**config.mk**
```make
export PLATFORM = sky130hd
export DESIGN_NAME = vec3_serializer_flat
export DESIGN_NICKNAME = d
export VERILOG_FILES = /design/src/rtl/vec3_serializer_if.sv /design/src/rtl/vec3_serializer.sv /design/src/flat_wrapper.sv
export SDC_FILE = /design/constraint.sdc
export NUM_CORES = 1
export LEC_CHECK = 0
export CAP_MARGIN = 20
export CORE_MARGIN = 8
export CORE_UTILIZATION = 30
export DETAILED_ROUTE_END_ITERATION = 8
export GPL_ROUTABILITY_DRIVEN = 0
export PLACE_DENSITY_LB_ADDON = 0.05
export SLEW_MARGIN = 20
export SYNTH_ARGS = -nofsm -noshare
export SYNTH_HDL_FRONTEND = slang
export SYNTH_SLANG_ARGS = --single-unit
export TNS_END_PERCENT = 100
```
**constraint.sdc**
```tcl
create_clock -name clock -period 3.5 [get_ports clock]
set_input_delay 0.35 -clock clock [delete_from_list [all_inputs] [get_ports clock]]
set_output_delay 0.35 -clock clock [all_outputs]
set_load 0.05 [all_outputs]
```
**src/rtl/vec3_serializer_if.sv**
```systemverilog
// Handshake bundle between an upstream first-word-fall-through vec3 FIFO
// and a downstream scalar FIFO, as seen by the vec3 serializer.
interface vec3_serializer_if #(
   parameter int D_BITS = 32
);
   logic [D_BITS-1:0] in_dout [2:0];
   logic              in_empty;
   logic              in_rd_en;
   logic [D_BITS-1:0] out_din;
   logic              out_last;
   logic              out_full;
   logic              out_wr_en;

   modport master (
      input  in_dout, in_empty, out_full,
      output in_rd_en, out_din, out_last, out_wr_en
   );

   modport slave (
      output in_dout, in_empty, out_full,
      input  in_rd_en, out_din, out_last, out_wr_en
   );
endinterface

```
**src/rtl/vec3_serializer.sv**
```systemverilog
// Pops vec3 words from an upstream FIFO and writes them as three scalar
// components (x[0], x[1], x[2]), flagging the final component of each frame.
module vec3_serializer #(
   parameter int D_BITS    = 32,
   parameter int FRAME_LEN = 16,
   parameter int CNT_BITS  = (FRAME_LEN > 1) ? $clog2(FRAME_LEN) : 1
) (
   input  logic                clock,
   input  logic                reset,
   vec3_serializer_if.master   bus,
   output logic [CNT_BITS-1:0] vec_idx,
   output logic                busy
);

   typedef enum logic {
      s_idle,
      s_emit
   } state_t;

   localparam logic [CNT_BITS-1:0] LAST_IDX = CNT_BITS'(FRAME_LEN - 1);

   state_t              state;
   state_t              state_next;
   logic [D_BITS-1:0]   hold [3];
   logic [1:0]          comp;
   logic [1:0]          comp_next;
   logic [CNT_BITS-1:0] vec_idx_next;
   logic                load;

   // Next-state logic; a new vector is loaded on the same cycle as the write
   // of component 2 so a sustained stream runs without bubbles.
   always_comb begin
      state_next   = state;
      comp_next    = comp;
      vec_idx_next = vec_idx;
      load         = 1'b0;
      case (state)
         s_idle: begin
            if (!bus.in_empty) begin
               load       = 1'b1;
               comp_next  = 2'd0;
               state_next = s_emit;
            end
         end
         s_emit: begin
            if (!bus.out_full) begin
               if (comp != 2'd2) begin
                  comp_next = comp + 2'd1;
               end else begin
                  vec_idx_next = (vec_idx == LAST_IDX) ? '0 : vec_idx + 1'b1;
                  comp_next    = 2'd0;
                  if (!bus.in_empty) begin
                     load = 1'b1;
                  end else begin
                     state_next = s_idle;
                  end
               end
            end
         end
         default: state_next = s_idle;
      endcase
   end

   always_ff @(posedge clock) begin
      if (reset) begin
         state   <= s_idle;
         comp    <= 2'd0;
         vec_idx <= '0;
         for (int k = 0; k < 3; k++) begin
            hold[k] <= '0;
         end
      end else begin
         state   <= state_next;
         comp    <= comp_next;
         vec_idx <= vec_idx_next;
         if (load) begin
            for (int k = 0; k < 3; k++) begin
               hold[k] <= bus.in_dout[k];
            end
         end
      end
   end

   // Outputs come straight from registers so they stay stable through a stall.
   always_comb begin
      case (comp)
         2'd0:    bus.out_din = hold[0];
         2'd1:    bus.out_din = hold[1];
         default: bus.out_din = hold[2];
      endcase
      bus.out_last  = (comp == 2'd2) && (vec_idx == LAST_IDX);
      bus.out_wr_en = (state == s_emit) && !bus.out_full;
      bus.in_rd_en  = load;
      busy          = (state == s_emit);
   end

endmodule

```
**src/flat_wrapper.sv**
```systemverilog
// flat-port wrapper written by rule: the top's interface ports become plain ports
module vec3_serializer_flat 
#(
   parameter int D_BITS    = 32,
   parameter int FRAME_LEN = 16,
   parameter int CNT_BITS  = (FRAME_LEN > 1) ? $clog2(FRAME_LEN) : 1
)
  (clock, reset, vec_idx, busy, bus_in_dout, bus_in_empty, bus_out_full, bus_in_rd_en, bus_out_din, bus_out_last, bus_out_wr_en);
  vec3_serializer_if #(.D_BITS(D_BITS)) bus_i ();
  input  logic clock;
  input  logic reset;
  output logic [CNT_BITS-1:0] vec_idx;
  output logic busy;
  input wire logic [$bits(bus_i.in_dout)-1:0] bus_in_dout;
  input wire logic [$bits(bus_i.in_empty)-1:0] bus_in_empty;
  input wire logic [$bits(bus_i.out_full)-1:0] bus_out_full;
  output wire logic [$bits(bus_i.in_rd_en)-1:0] bus_in_rd_en;
  output wire logic [$bits(bus_i.out_din)-1:0] bus_out_din;
  output wire logic [$bits(bus_i.out_last)-1:0] bus_out_last;
  output wire logic [$bits(bus_i.out_wr_en)-1:0] bus_out_wr_en;
  assign bus_i.in_dout = {>>{bus_in_dout}};
  assign bus_i.in_empty = bus_in_empty;
  assign bus_i.out_full = bus_out_full;
  assign bus_in_rd_en = bus_i.in_rd_en;
  assign bus_out_din = bus_i.out_din;
  assign bus_out_last = bus_i.out_last;
  assign bus_out_wr_en = bus_i.out_wr_en;
  vec3_serializer #(.D_BITS(D_BITS), .FRAME_LEN(FRAME_LEN), .CNT_BITS(CNT_BITS)) u_core (.clock(clock), .reset(reset), .bus(bus_i), .vec_idx(vec_idx), .busy(busy));
endmodule
```
==> results of run 1 <==
==> kinds of logic (layout without fill, tap and decap cells) <==
family,after synthesis,after routing,synth area share (%)
and+or+nand+nor,150,150,18.8
adders and majority gates,1,1,0.275
muxes,33,33,7.28
buffers and inverters,24,162,2.47
AOI/OAI and AO/OA,42,42,4.81
DFF,103,103,66.4
==> Yosys cell counts <==
| cell | n | share of area, % |
|---|---|---|
| dfxtp_1 | 7 | 3.1 |
| or3_1 | 2 | 0.27 |
| a211oi_2 | 1 | 0.27 |
| edfxtp_1 | 96 | 63 |
| buf_1 | 2 | 0.16 |
| nand3_1 | 3 | 0.33 |
| nand4bb_1 | 1 | 0.25 |
| ha_1 | 1 | 0.27 |
| mux2i_1 | 32 | 7.0 |
| nor4bb_1 | 2 | 0.44 |
| nor2b_1 | 1 | 0.14 |
| mux2_2 | 1 | 0.25 |
| and2_1 | 96 | 13 |
| nand2_1 | 38 | 3.1 |
| clkbuf_1 | 13 | 1.1 |
| o21ai_0 | 33 | 3.6 |
| nand3b_1 | 1 | 0.16 |
| or3b_1 | 1 | 0.19 |
| buf_2 | 3 | 0.33 |
| nor2_1 | 2 | 0.16 |
| a31oi_1 | 1 | 0.14 |
| buf_4 | 5 | 0.82 |
| nor4b_1 | 1 | 0.19 |
| a21oi_1 | 7 | 0.77 |
| or2_2 | 1 | 0.14 |
| inv_1 | 1 | 0.082 |
| nor3b_1 | 1 | 0.16 |
==> per-stage QoR <==
step | hold slack [ns] | power, uW | area (sq um) | cells
after CTS | 0.502 | 2960 | 6450 | 679
after floorplan | 0.442 | 1750 | 4550 | 353
after detailed placement | 0.493 | 1980 | 6170 | 663
after global routing | 0.535 | 3030 | 6450 | 679
final | 0.495 | 2910 | 6450 | 679
after global placement | 0.485 | 1980 | 6170 | 663
==> power by group through the flow <==
stage	logic, uW	clock network [uW]	registers (uW)
3_5_place_dp	482	0	1500
5_1_grt	505	1040	1480
4_1_cts	483	1000	1470
2_1_floorplan	253	0	1490
6_report	474	961	1470
3_3_place_gp	482	0	1500
==> final cells by class <==
cell class | count | area share [%]
sequential | 103 | 46.9
timing repair buffer | 145 | 22.9
multi-input combinational | 226 | 22.1
tap | 188 | 3.65
clock buffer | 10 | 3.55
clock inverter | 6 | 0.796
inverter | 1 | 0.0582
==> layer usage <==
layer,up-vias,track usage [%],share of wire [%]
li1,1504,-,-
met1,1379,13.3,46
met2,93,17.4,46
met3,12,3.89,6.3
met4,0,5.37,2.0
met5,-,0,0
==> registers in the layout, indices dropped and copies added, names as in the netlist <==
| name | cells |
|---|---|
| u_core.hold | 96 |
| u_core.busy | 1 |
| u_core.comp | 2 |
| u_core.vec_idx | 4 |
==> worst reg2reg max path, delay by kind of cell (launching register included) <==
family / cells / cell delay [ns]
DFF: 1 / 0.57
and+or+nand+nor: 2 / 1.00
AOI/OAI and AO/OA: 1 / 0.23
buffers and inverters: 1 / 0.31
==> how the worst max path moves through the flow <==
stage	start	to	cells after the start
2_1_floorplan	u_core.comp[1]$_SDFFE_PP0P_	u_core.hold[0][0]$_SDFFCE_PN0P_	3
5_1_grt	u_core.comp[0]$_SDFFE_PP0P_	bus_out_din[19]	4
3_5_place_dp	u_core.comp[0]$_SDFFE_PP0P_	bus_out_din[19]	4
6_report	u_core.comp[0]$_SDFFE_PP0P_	bus_out_din[19]	4
3_3_place_gp	u_core.comp[0]$_SDFFE_PP0P_	bus_out_din[22]	4
4_1_cts	u_core.comp[0]$_SDFFE_PP0P_	bus_out_din[19]	4
==> results.cfg, run 1 <==
[floorplan]
rows = 45
initial_core_util_pct = 30.3
die-area_sq_um = 19400
ioPinCount = 140
die-height_um = 139
core_sq_um = 15000
die_w_um = 139

[cells_and_area]
n_antenna_cell = 0
final_util_pct = 42.9
final_cell_mix = clkdlybuf4s50_1, and2_1, edfxtp_1, nand2_1, o21ai_0
layout-drive-gt1-share_pct = 4.68
layout_commonest_cell = clkdlybuf4s50_1
fin_nets = 587
seq_area_sq_um = 3030
multi_input_area_sq_um = 1430
areaGrowthSynthToFinish_pct = 41.6
fill_cells = 1416

[clock_tree]
cts_made_buffers = 9
clock_path_buffers = 2
cts_tree = yes
holdBufCountCts = 0
clockRootBuffer = clkbuf_16
ctsResizeCount = 0
cts.sinks = 103
path_clk_slew_ns = 0.07
clk_latency_ns = 0.34
post_cts_buffers = 0
cts_htree_levels = 3

[synth]
synth_seq_cells = 103
synth_area_sq_um = 4550
synth.net_count = 454
syn_inst = 353
yosysUniqueCellTypes = 27
syn_avg_cell_area_sq_um = 12.9
yosysSeqAreaShare_pct = 66.4
ys_warn_count = 0

[power_and_ir_drop]
switching_power_uw = 703
p_int_uw = 2200
pwr-share-comb_pct = 16.3
pwr-share-seq_pct = 50.6
ir_drop_mv = 0.213
sw_frac_of_total_pct = 24.2
p_per_area_nw_per_um2 = 451
clkPwrFrac_pct = 33.1
p_leak_uw = 0.00227

[grt]
grt_start_max_net_pins = 97
antenna_found_initial = 0
grt_pass1_vias = 3176
grt_pass1_wl_mm = 16.6
grt_overflow = 0
grt_usage_pct = 11.1

[placement]
preCtsSetupSlack_ns = 0.732
hpwl_mm = 7.13
io_buffers = 139

[timing]
finalMaxSlewViolations = 0
hold_violations = 0
setup_viol = 0
clock_skew_ns = 0.00301
setup_slack_ns = 0.393
rsz0062_at_grt = false
timing.final.crit_share_pct = 88.8
tns_ns = 0
worstMarginPinSlew_ns = 0.802
maxSlewHeadroom_pct = 46.6
fmax_ghz = 0.322
min_period_ns = 3.11

[route]
ant_nets = 0
drt-initial-drc-count = 144
vias = 2988
routedWlPerCell_um = 15.5
vias_per_cell = 4.40
drc_errors = 0
drt_wl_total_mm = 10.5
drtPass1Iterations = 4

[critical_path]
cp_cell_sequence = buf_4 -> mux2i_1 -> o21ai_0 -> clkdlybuf4s50_1
rr_worst_depth = 4
slowest_delay_ns = 0.86
cp_max_fo = 26
arrival_ns = 2.76
crit_family = buffers and inverters
worst-path-buf-inv = 2
reg2reg_slack_ns = 1.07
crit_slowest_cell = clkdlybuf4s50_1
start_kind = register
path_class = reg2out
required_ns = 3.15
reg2reg_from = u_core.comp[0]$_SDFFE_PP0P_
end_kind = output pin
r2r_end = u_core.hold[0][3]$_SDFFCE_PN0P_

[worst_hold_path]
hp-class = reg2reg
hold_path.startpoint = u_core.vec_idx[1]$_SDFFE_PP0P_
hold_end = u_core.vec_idx[1]$_SDFFE_PP0P_
min_path_cells = 2

[outcome]
outcome = finished clean

[flow_run]
drv_cap = 0
(Power assumes the default switching activity.)
==> inputs of run 2 (changes only) <==
- SKIP_LAST_GASP: not set -> 1
==> results of run 2 <==
The final DEF is identical to that of run 1; final timing and power are the same.
==> inputs of run 3 (changes only) <==
- CAP_MARGIN: 20 -> 0
==> results of run 3 <==
The final DEF is identical to that of run 1; final timing and power are the same.
